--- config.mk ---
export PLATFORM = sky130hd
export DESIGN_NAME = fp_mult_pipe
export DESIGN_NICKNAME = d
export VERILOG_FILES = /design/src/rtl/fp_mult_pipe.sv
export SDC_FILE = /design/constraint.sdc
export NUM_CORES = 2
export LEC_CHECK = 0
export ABC_AREA = 0
export CAP_MARGIN = 10
export CORE_AREA = 3 3 222 310
export CTS_CLUSTER_SIZE = 8
export DETAILED_ROUTE_END_ITERATION = 10
export DIE_AREA = 0 0 225 313
export SYNTH_ARGS = -nofsm -noshare
export SYNTH_HDL_FRONTEND = slang
export SYNTH_SLANG_ARGS = --single-unit
--- constraint.sdc ---
create_clock -name clk -period 7.75 [get_ports clk]
set_clock_uncertainty 0.15 [all_clocks]
set_input_delay 1.1625 -clock clk [delete_from_list [all_inputs] [get_ports clk]]
set_output_delay 1.1625 -clock clk [all_outputs]
set_load 0.02 [all_outputs]
--- src/rtl/fp_mult_pipe.sv ---
// rtl/fp_mult_pipe.sv - three-stage pipelined IEEE-754 multiplier (product, normalise, round) with valid/ready
// Optional sideband tag travelling with each operation: FP_MULT_PIPE_TAG_EN.
module fp_mult_pipe #(
    parameter int EXP_W = 8,
    parameter int MAN_W = 23,
    parameter int TAG_W = 4
) (
    input  logic                   clk,
    input  logic                   rst,
    input  logic                   in_valid,
    output logic                   in_ready,
    input  logic [EXP_W+MAN_W:0]   a,
    input  logic [EXP_W+MAN_W:0]   b,
    input  logic [2:0]             rnd,
    output logic                   out_valid,
    input  logic                   out_ready,
    output logic [EXP_W+MAN_W:0]   z,
`ifdef FP_MULT_PIPE_TAG_EN
    input  logic [TAG_W-1:0]       in_tag,
    output logic [TAG_W-1:0]       out_tag,
`endif
    output logic [7:0]             status
);

    localparam int W   = 1 + EXP_W + MAN_W;
    localparam int EW2 = EXP_W + 2;
    localparam int PW  = 2 * MAN_W + 2;
    localparam logic [EW2-1:0]        BIAS     = EW2'((1 << (EXP_W - 1)) - 1);
    localparam logic signed [EW2-1:0] EXP_SAT  = EW2'((1 << EXP_W) - 1);
    localparam logic signed [EW2-1:0] EXP_ZERO = '0;

    localparam logic [2:0] RM_RNE = 3'd0;
    localparam logic [2:0] RM_RTZ = 3'd1;
    localparam logic [2:0] RM_RUP = 3'd2;
    localparam logic [2:0] RM_RDN = 3'd3;
    localparam logic [2:0] RM_RNA = 3'd4;

    typedef enum logic [1:0] {CLS_NUM, CLS_ZERO, CLS_INF, CLS_NAN} cls_e;

    // Flow control: each stage advances when empty or when its successor advances.
    logic s1_valid_q, s2_valid_q, s3_valid_q;
    logic s1_adv, s2_adv, s3_adv;

    assign s3_adv    = !s3_valid_q || out_ready;
    assign s2_adv    = !s2_valid_q || s3_adv;
    assign s1_adv    = !s1_valid_q || s2_adv;
    assign in_ready  = s1_adv;
    assign out_valid = s3_valid_q;

    // Stage 1: unpack, classify, exponent sum and mantissa product.
    logic                 a_sgn, b_sgn;
    logic [EXP_W-1:0]     a_exp, b_exp;
    logic [MAN_W-1:0]     a_frac, b_frac;
    logic                 a_zero, b_zero, a_inf, b_inf, a_nan, b_nan;

    cls_e                 s1_cls_d, s1_cls_q;
    logic                 s1_sgn_d, s1_sgn_q;
    logic [EW2-1:0]       s1_exp_d, s1_exp_q;
    logic [PW-1:0]        s1_prod_d, s1_prod_q;
    logic [2:0]           s1_rnd_d, s1_rnd_q;

    assign {a_sgn, a_exp, a_frac} = a;
    assign {b_sgn, b_exp, b_frac} = b;

    // A zero exponent field covers both true zeros and flushed subnormals.
    assign a_zero = (a_exp == '0);
    assign b_zero = (b_exp == '0);
    assign a_inf  = (&a_exp) && (a_frac == '0);
    assign b_inf  = (&b_exp) && (b_frac == '0);
    assign a_nan  = (&a_exp) && (a_frac != '0);
    assign b_nan  = (&b_exp) && (b_frac != '0);

    always_comb begin
        s1_cls_d = CLS_NUM;
        if (a_nan || b_nan || (a_inf && b_zero) || (b_inf && a_zero)) begin
            s1_cls_d = CLS_NAN;
        end else if (a_inf || b_inf) begin
            s1_cls_d = CLS_INF;
        end else if (a_zero || b_zero) begin
            s1_cls_d = CLS_ZERO;
        end
    end

    assign s1_sgn_d  = a_sgn ^ b_sgn;
    assign s1_exp_d  = {2'b00, a_exp} + {2'b00, b_exp} - BIAS;
    assign s1_prod_d = PW'({1'b1, a_frac}) * PW'({1'b1, b_frac});
    assign s1_rnd_d  = (rnd > RM_RNA) ? RM_RNE : rnd;

    // Stage 2: normalise the product in [1,4) to [1,2), form guard and sticky.
    logic                 prod_msb;
    logic [MAN_W:0]       s2_mant_d, s2_mant_q;
    logic                 s2_guard_d, s2_guard_q;
    logic                 s2_sticky_d, s2_sticky_q;
    logic [EW2-1:0]       s2_exp_d, s2_exp_q;
    cls_e                 s2_cls_q;
    logic                 s2_sgn_q;
    logic [2:0]           s2_rnd_q;

    assign prod_msb = s1_prod_q[PW-1];

    always_comb begin
        s2_mant_d   = s1_prod_q[PW-2 -: MAN_W+1];
        s2_guard_d  = s1_prod_q[MAN_W-1];
        s2_sticky_d = |s1_prod_q[MAN_W-2:0];
        if (prod_msb) begin
            s2_mant_d   = s1_prod_q[PW-1 -: MAN_W+1];
            s2_guard_d  = s1_prod_q[MAN_W];
            s2_sticky_d = |s1_prod_q[MAN_W-1:0];
        end
    end

    assign s2_exp_d = s1_exp_q + EW2'(prod_msb);

    // Stage 3: round, handle exponent range, pack result and flags.
    logic                 round_inc;
    logic [MAN_W+1:0]     mant_rnd;
    logic                 mant_carry;
    logic [MAN_W-1:0]     frac_rnd;
    logic signed [EW2-1:0] exp_rnd;
    logic                 ovf, unf, ovf_to_inf;
    logic                 f_inexact, f_huge, f_tiny, f_nan, f_inf, f_zero;
    logic [W-1:0]         z_d, z_q;
    logic [7:0]           status_d, status_q;

    always_comb begin
        round_inc = 1'b0;
        case (s2_rnd_q)
            RM_RNE:  round_inc = s2_guard_q && (s2_sticky_q || s2_mant_q[0]);
            RM_RTZ:  round_inc = 1'b0;
            RM_RUP:  round_inc = (s2_guard_q || s2_sticky_q) && !s2_sgn_q;
            RM_RDN:  round_inc = (s2_guard_q || s2_sticky_q) && s2_sgn_q;
            RM_RNA:  round_inc = s2_guard_q;
            default: round_inc = 1'b0;
        endcase
    end

    assign mant_rnd   = {1'b0, s2_mant_q} + (MAN_W+2)'(round_inc);
    assign mant_carry = mant_rnd[MAN_W+1];
    assign frac_rnd   = mant_carry ? mant_rnd[MAN_W:1] : mant_rnd[MAN_W-1:0];
    assign exp_rnd    = s2_exp_q + EW2'(mant_carry);
    assign ovf        = (exp_rnd >= EXP_SAT);
    assign unf        = (exp_rnd <= EXP_ZERO);

    // Directed modes only saturate to infinity when rounding away from zero.
    assign ovf_to_inf = (s2_rnd_q == RM_RNE) || (s2_rnd_q == RM_RNA) ||
                        ((s2_rnd_q == RM_RUP) && !s2_sgn_q) ||
                        ((s2_rnd_q == RM_RDN) && s2_sgn_q);

    always_comb begin
        z_d       = {s2_sgn_q, exp_rnd[EXP_W-1:0], frac_rnd};
        f_inexact = s2_guard_q || s2_sticky_q;
        f_huge    = 1'b0;
        f_tiny    = 1'b0;
        f_nan     = 1'b0;
        f_inf     = 1'b0;
        f_zero    = 1'b0;
        case (s2_cls_q)
            CLS_NAN: begin
                z_d       = {1'b0, {EXP_W{1'b1}}, 1'b1, {(MAN_W-1){1'b0}}};
                f_inexact = 1'b0;
                f_nan     = 1'b1;
            end
            CLS_INF: begin
                z_d       = {s2_sgn_q, {EXP_W{1'b1}}, {MAN_W{1'b0}}};
                f_inexact = 1'b0;
                f_inf     = 1'b1;
            end
            CLS_ZERO: begin
                z_d       = {s2_sgn_q, {(W-1){1'b0}}};
                f_inexact = 1'b0;
                f_zero    = 1'b1;
            end
            default: begin
                if (ovf) begin
                    f_huge    = 1'b1;
                    f_inexact = 1'b1;
                    if (ovf_to_inf) begin
                        z_d   = {s2_sgn_q, {EXP_W{1'b1}}, {MAN_W{1'b0}}};
                        f_inf = 1'b1;
                    end else begin
                        z_d = {s2_sgn_q, {(EXP_W-1){1'b1}}, 1'b0, {MAN_W{1'b1}}};
                    end
                end else if (unf) begin
                    z_d       = {s2_sgn_q, {(W-1){1'b0}}};
                    f_tiny    = 1'b1;
                    f_inexact = 1'b1;
                    f_zero    = 1'b1;
                end
            end
        endcase
        status_d = {2'b00, f_inexact, f_huge, f_tiny, f_nan, f_inf, f_zero};
    end

    assign z      = z_q;
    assign status = status_q;

    always_ff @(posedge clk or posedge rst) begin
        if (rst) begin
            s1_valid_q <= 1'b0;
            s2_valid_q <= 1'b0;
            s3_valid_q <= 1'b0;
        end else begin
            if (s1_adv) s1_valid_q <= in_valid;
            if (s2_adv) s2_valid_q <= s1_valid_q;
            if (s3_adv) s3_valid_q <= s2_valid_q;
        end
    end

    always_ff @(posedge clk or posedge rst) begin
        if (rst) begin
            s1_cls_q    <= CLS_NUM;
            s1_sgn_q    <= 1'b0;
            s1_exp_q    <= '0;
            s1_prod_q   <= '0;
            s1_rnd_q    <= '0;
            s2_mant_q   <= '0;
            s2_guard_q  <= 1'b0;
            s2_sticky_q <= 1'b0;
            s2_exp_q    <= '0;
            s2_cls_q    <= CLS_NUM;
            s2_sgn_q    <= 1'b0;
            s2_rnd_q    <= '0;
            z_q         <= '0;
            status_q    <= '0;
        end else begin
            if (s1_adv && in_valid) begin
                s1_cls_q  <= s1_cls_d;
                s1_sgn_q  <= s1_sgn_d;
                s1_exp_q  <= s1_exp_d;
                s1_prod_q <= s1_prod_d;
                s1_rnd_q  <= s1_rnd_d;
            end
            if (s2_adv && s1_valid_q) begin
                s2_mant_q   <= s2_mant_d;
                s2_guard_q  <= s2_guard_d;
                s2_sticky_q <= s2_sticky_d;
                s2_exp_q    <= s2_exp_d;
                s2_cls_q    <= s1_cls_q;
                s2_sgn_q    <= s1_sgn_q;
                s2_rnd_q    <= s1_rnd_q;
            end
            if (s3_adv && s2_valid_q) begin
                z_q      <= z_d;
                status_q <= status_d;
            end
        end
    end

`ifdef FP_MULT_PIPE_TAG_EN
    logic [TAG_W-1:0] s1_tag_q, s2_tag_q, out_tag_q;

    assign out_tag = out_tag_q;

    always_ff @(posedge clk or posedge rst) begin
        if (rst) begin
            s1_tag_q  <= '0;
            s2_tag_q  <= '0;
            out_tag_q <= '0;
        end else begin
            if (s1_adv && in_valid)   s1_tag_q  <= in_tag;
            if (s2_adv && s1_valid_q) s2_tag_q  <= s1_tag_q;
            if (s3_adv && s2_valid_q) out_tag_q <= s2_tag_q;
        end
    end
`endif

endmodule

==> flow_metrics.env <==
export IMPL_ys_top_cells_by_area="fa_1 (37%), dfrtp_1 (14%), ha_1 (9.2%), inv_1 (8.0%), nand2_1 (6.4%)"
export IMPL_wire_per_inst_um=17.3
export IMPL_first_pass_iters=5
export IMPL_synthCells=2953
export IMPL_synth_top_area_share=0.366
export IMPL_crit_top_cell="fa_1"
export IMPL_via_count=20400
export IMPL_drc_errors=0
export IMPL_synth_top_family_by_area="adder cells"
export IMPL_grt_pass1_vias=21700
export IMPL_crit_fanout=12
export IMPL_drive_gt1_frac=0.125
export IMPL_ys_async_sr_fraction=1.00
export IMPL_placed_cell_area_sq_mm=0.0305
export IMPL_postRouteAntennaNets=0
export IMPL_yosys_area_share_simple=0.174
export IMPL_drt_iter0_markers=1034
export IMPL_place_inst=4064
export IMPL_slowest_delay_ns=0.57
export IMPL_worst_pin_slew_ns=1.06
export IMPL_setup_viol=0
export IMPL_nFillCells=6320
export IMPL_cts_buffers=17
export IMPL_hold_path_depth=2
export IMPL_numPortBuffers=110
export IMPL_synth_seq_cells=147
export IMPL_synth_commonest_cells="inv_1 (566), fa_1 (483), nand2_1 (447), and2_1 (263), ha_1 (195)"
export IMPL_max_clock_freq_mhz=133
export IMPL_vias_per_cell=4.99
export IMPL_final_hold_viol_count=0
export IMPL_netlist_cell_type_count=81
export IMPL_critical_path_class="input port to flip-flop"
export IMPL_grt_max_degree=120
export IMPL_cts_hold_buffers=0
export IMPL_top_level_ports=113
export IMPL_period_needed_ns=7.53
export IMPL_synth_xor_area_frac=0.0232
export IMPL_cts_root_buf="clkbuf_16"
export IMPL_area_growth_pct=18.8
export IMPL_reg2reg_depth=19
export IMPL_clockBufferDepth=2
export IMPL_synth_fa_ha_area_frac=0.459
export IMPL_maxCapViolCount=0
export IMPL_cts_tree="done"
export IMPL_yosysMostFrequentCell="inv_1"
export IMPL_synth_flop_cell="dfrtp_1"
export IMPL_syn_area_sq_mm=0.0264
export IMPL_dieArea_sq_mm=0.0704
export IMPL_clk_pin_slew_ns=0.07
export IMPL_ys_seq_area_frac=0.139
export IMPL_die_y_um=313
export IMPL_cp_top_family="adder cells"
export IMPL_num_rows=111
export IMPL_num_antenna_cells=0
export IMPL_finalCritPeriodShare=0.972
export IMPL_critPathCaptureType="flip-flop"
export IMPL_status="finished clean"
export IMPL_core_area_sq_mm=0.0660
export IMPL_hpwlAfterDp_um=60800
export IMPL_cpMaxStageDelayCell="fa_1"
export IMPL_synthMuxAreaShare=0.0137
export IMPL_die_x_um=225
export IMPL_synth_compound_area_share=0.0871
export IMPL_start_util=0.400
export IMPL_synth_edff_count=0
export IMPL_clock_latency_ns=0.42
export IMPL_grt_use_total=0.205
export IMPL_layout_cell_area_non_filler_sq_mm=0.0314
export IMPL_final_cells=4101
export IMPL_drv_slew=0
export IMPL_ys_warn_count=0
export IMPL_min_path_type="flip-flop to flip-flop"
export IMPL_overflow=0
export IMPL_yosys_area_top_type="fa_1"
export IMPL_cp_start_kind="input port"
export IMPL_postRouteWirelength_um=70900
export IMPL_globalplace_congestion=0.910
export IMPL_fin_tns_setup_ns=0
export IMPL_antenna_found_initial=0
export IMPL_grt_pass1_wl_um=115000
export IMPL_final_nets=3990
export IMPL_cp_num_buf_inv=9
export IMPL_path_depth=25
export IMPL_crit_arrival_ns=7.69
export IMPL_relSlewSlack=0.294
export IMPL_avgSynthCellArea_sq_um=8.94
export IMPL_required_ns=7.91
export IMPL_cts_htree_levels=4
export IMPL_clock_sinks=147
==> final cells by class <==
class | count | area [sq um] | share of cell area
Multi-Input combinational cell | 2084 | 20100 | 0.642
Timing Repair Buffer | 423 | 3800 | 0.121
Sequential cell | 147 | 3680 | 0.117
Inverter | 568 | 2140 | 0.0682
Tap cell | 847 | 1060 | 0.0338
Clock buffer | 18 | 439 | 0.0140
Clock inverter | 14 | 120 | 0.00383
==> registers in the layout (all words and copies together) (netlist names) <==
name,cells
out_valid,1
s1_cls_q,2
s1_exp_q,10
s1_prod_q,48
s1_rnd_q,3
s1_sgn_q,1
s1_valid_q,1
s2_cls_q,2
s2_exp_q,10
s2_guard_q,1
s2_mant_q,24
s2_rnd_q,3
s2_sgn_q,1
s2_sticky_q,1
s2_valid_q,1
status,6
z,32
==> tightest hold or removal path, stage by stage, from the launching register on <==
cell and delay [ns]:
dfrtp_1 0.34, nand2_1 0.05, nand2_1 0.04
==> cells by family after synthesis <==
group                      Yosys count
and+or+nand+nor                    943
adders and majority gates          678
AOI/OAI and AO/OA                  356
other                                1
DFF                                147
buffers and inverters              723
muxes                               35
xor gates and xnor gates            70
==> metrics by stage <==
stage | worst slack (ns) | hold WS (ns) | util
after floorplan | 0.292 | 0.285 | -
after global placement | -0.463 | 0.302 | 0.462
after detailed placement | -0.494 | 0.309 | 0.462
after CTS | 0.000179 | 0.324 | 0.471
after global routing | -0.00576 | 0.353 | 0.476
final | 0.220 | 0.314 | 0.476
==> layout by cell type (no fill, tap or decap), types with 33 or more instances in the layout <==
cell type          n
inv_1            564
fa_1             480
nand2_1          443
buf_4            280
and2_1           263
ha_1             188
dfrtp_1          147
o21ai_0           99
clkdlybuf4s50_1   88
nor2_1            75
a21oi_1           51
xnor2_1           46
o21ai_1           40
nand3_1           34
a21o_1            33
==> routing by layer <==
metal | wire length, um | vias up | track usage
met1 | 29300 | 10300 | 0.256
met2 | 37200 | 422 | 0.379
li1 | - | 9667 | -
met3 | 2420 | 88 | 0.0146
met4 | 2010 | 0 | 0.0585
met5 | 0 | - | 0
==> path summary, 6_finish.rpt <==
| check | to | start | slack [ns] |
|---|---|---|---|
| min in group asynchronous | z[25]$_DFFE_PP0P_ | rst | 1.07 |
| setup reg to reg | z[13]$_DFFE_PP0P_ | s2_rnd_q[1]$_DFFE_PP0P_ | 2.43 |
| setup / recovery | s1_prod_q[35]$_DFFE_PP0P_ | b[14] | 0.22 |
| max in group asynchronous | out_valid$_DFFE_PP0P_ | rst | 4.91 |
| hold / removal | status[1]$_DFFE_PP0P_ | status[1]$_DFFE_PP0P_ | 0.31 |
| hold reg to reg | status[1]$_DFFE_PP0P_ | status[1]$_DFFE_PP0P_ | 0.31 |
==> what timing repair did <==
action / CTS / global route
setup buffers: 0 / 4
pin swaps: 0 / 17
endpoints found under the hold margin: 0 / 0
setup endpoints to repair: 2 / 23
gates cloned: 0 / 1
resized for setup: 2 / 69
Power is not shown: default switching activity piles up to over one toggle a cycle in this logic, so the estimate is an artifact.
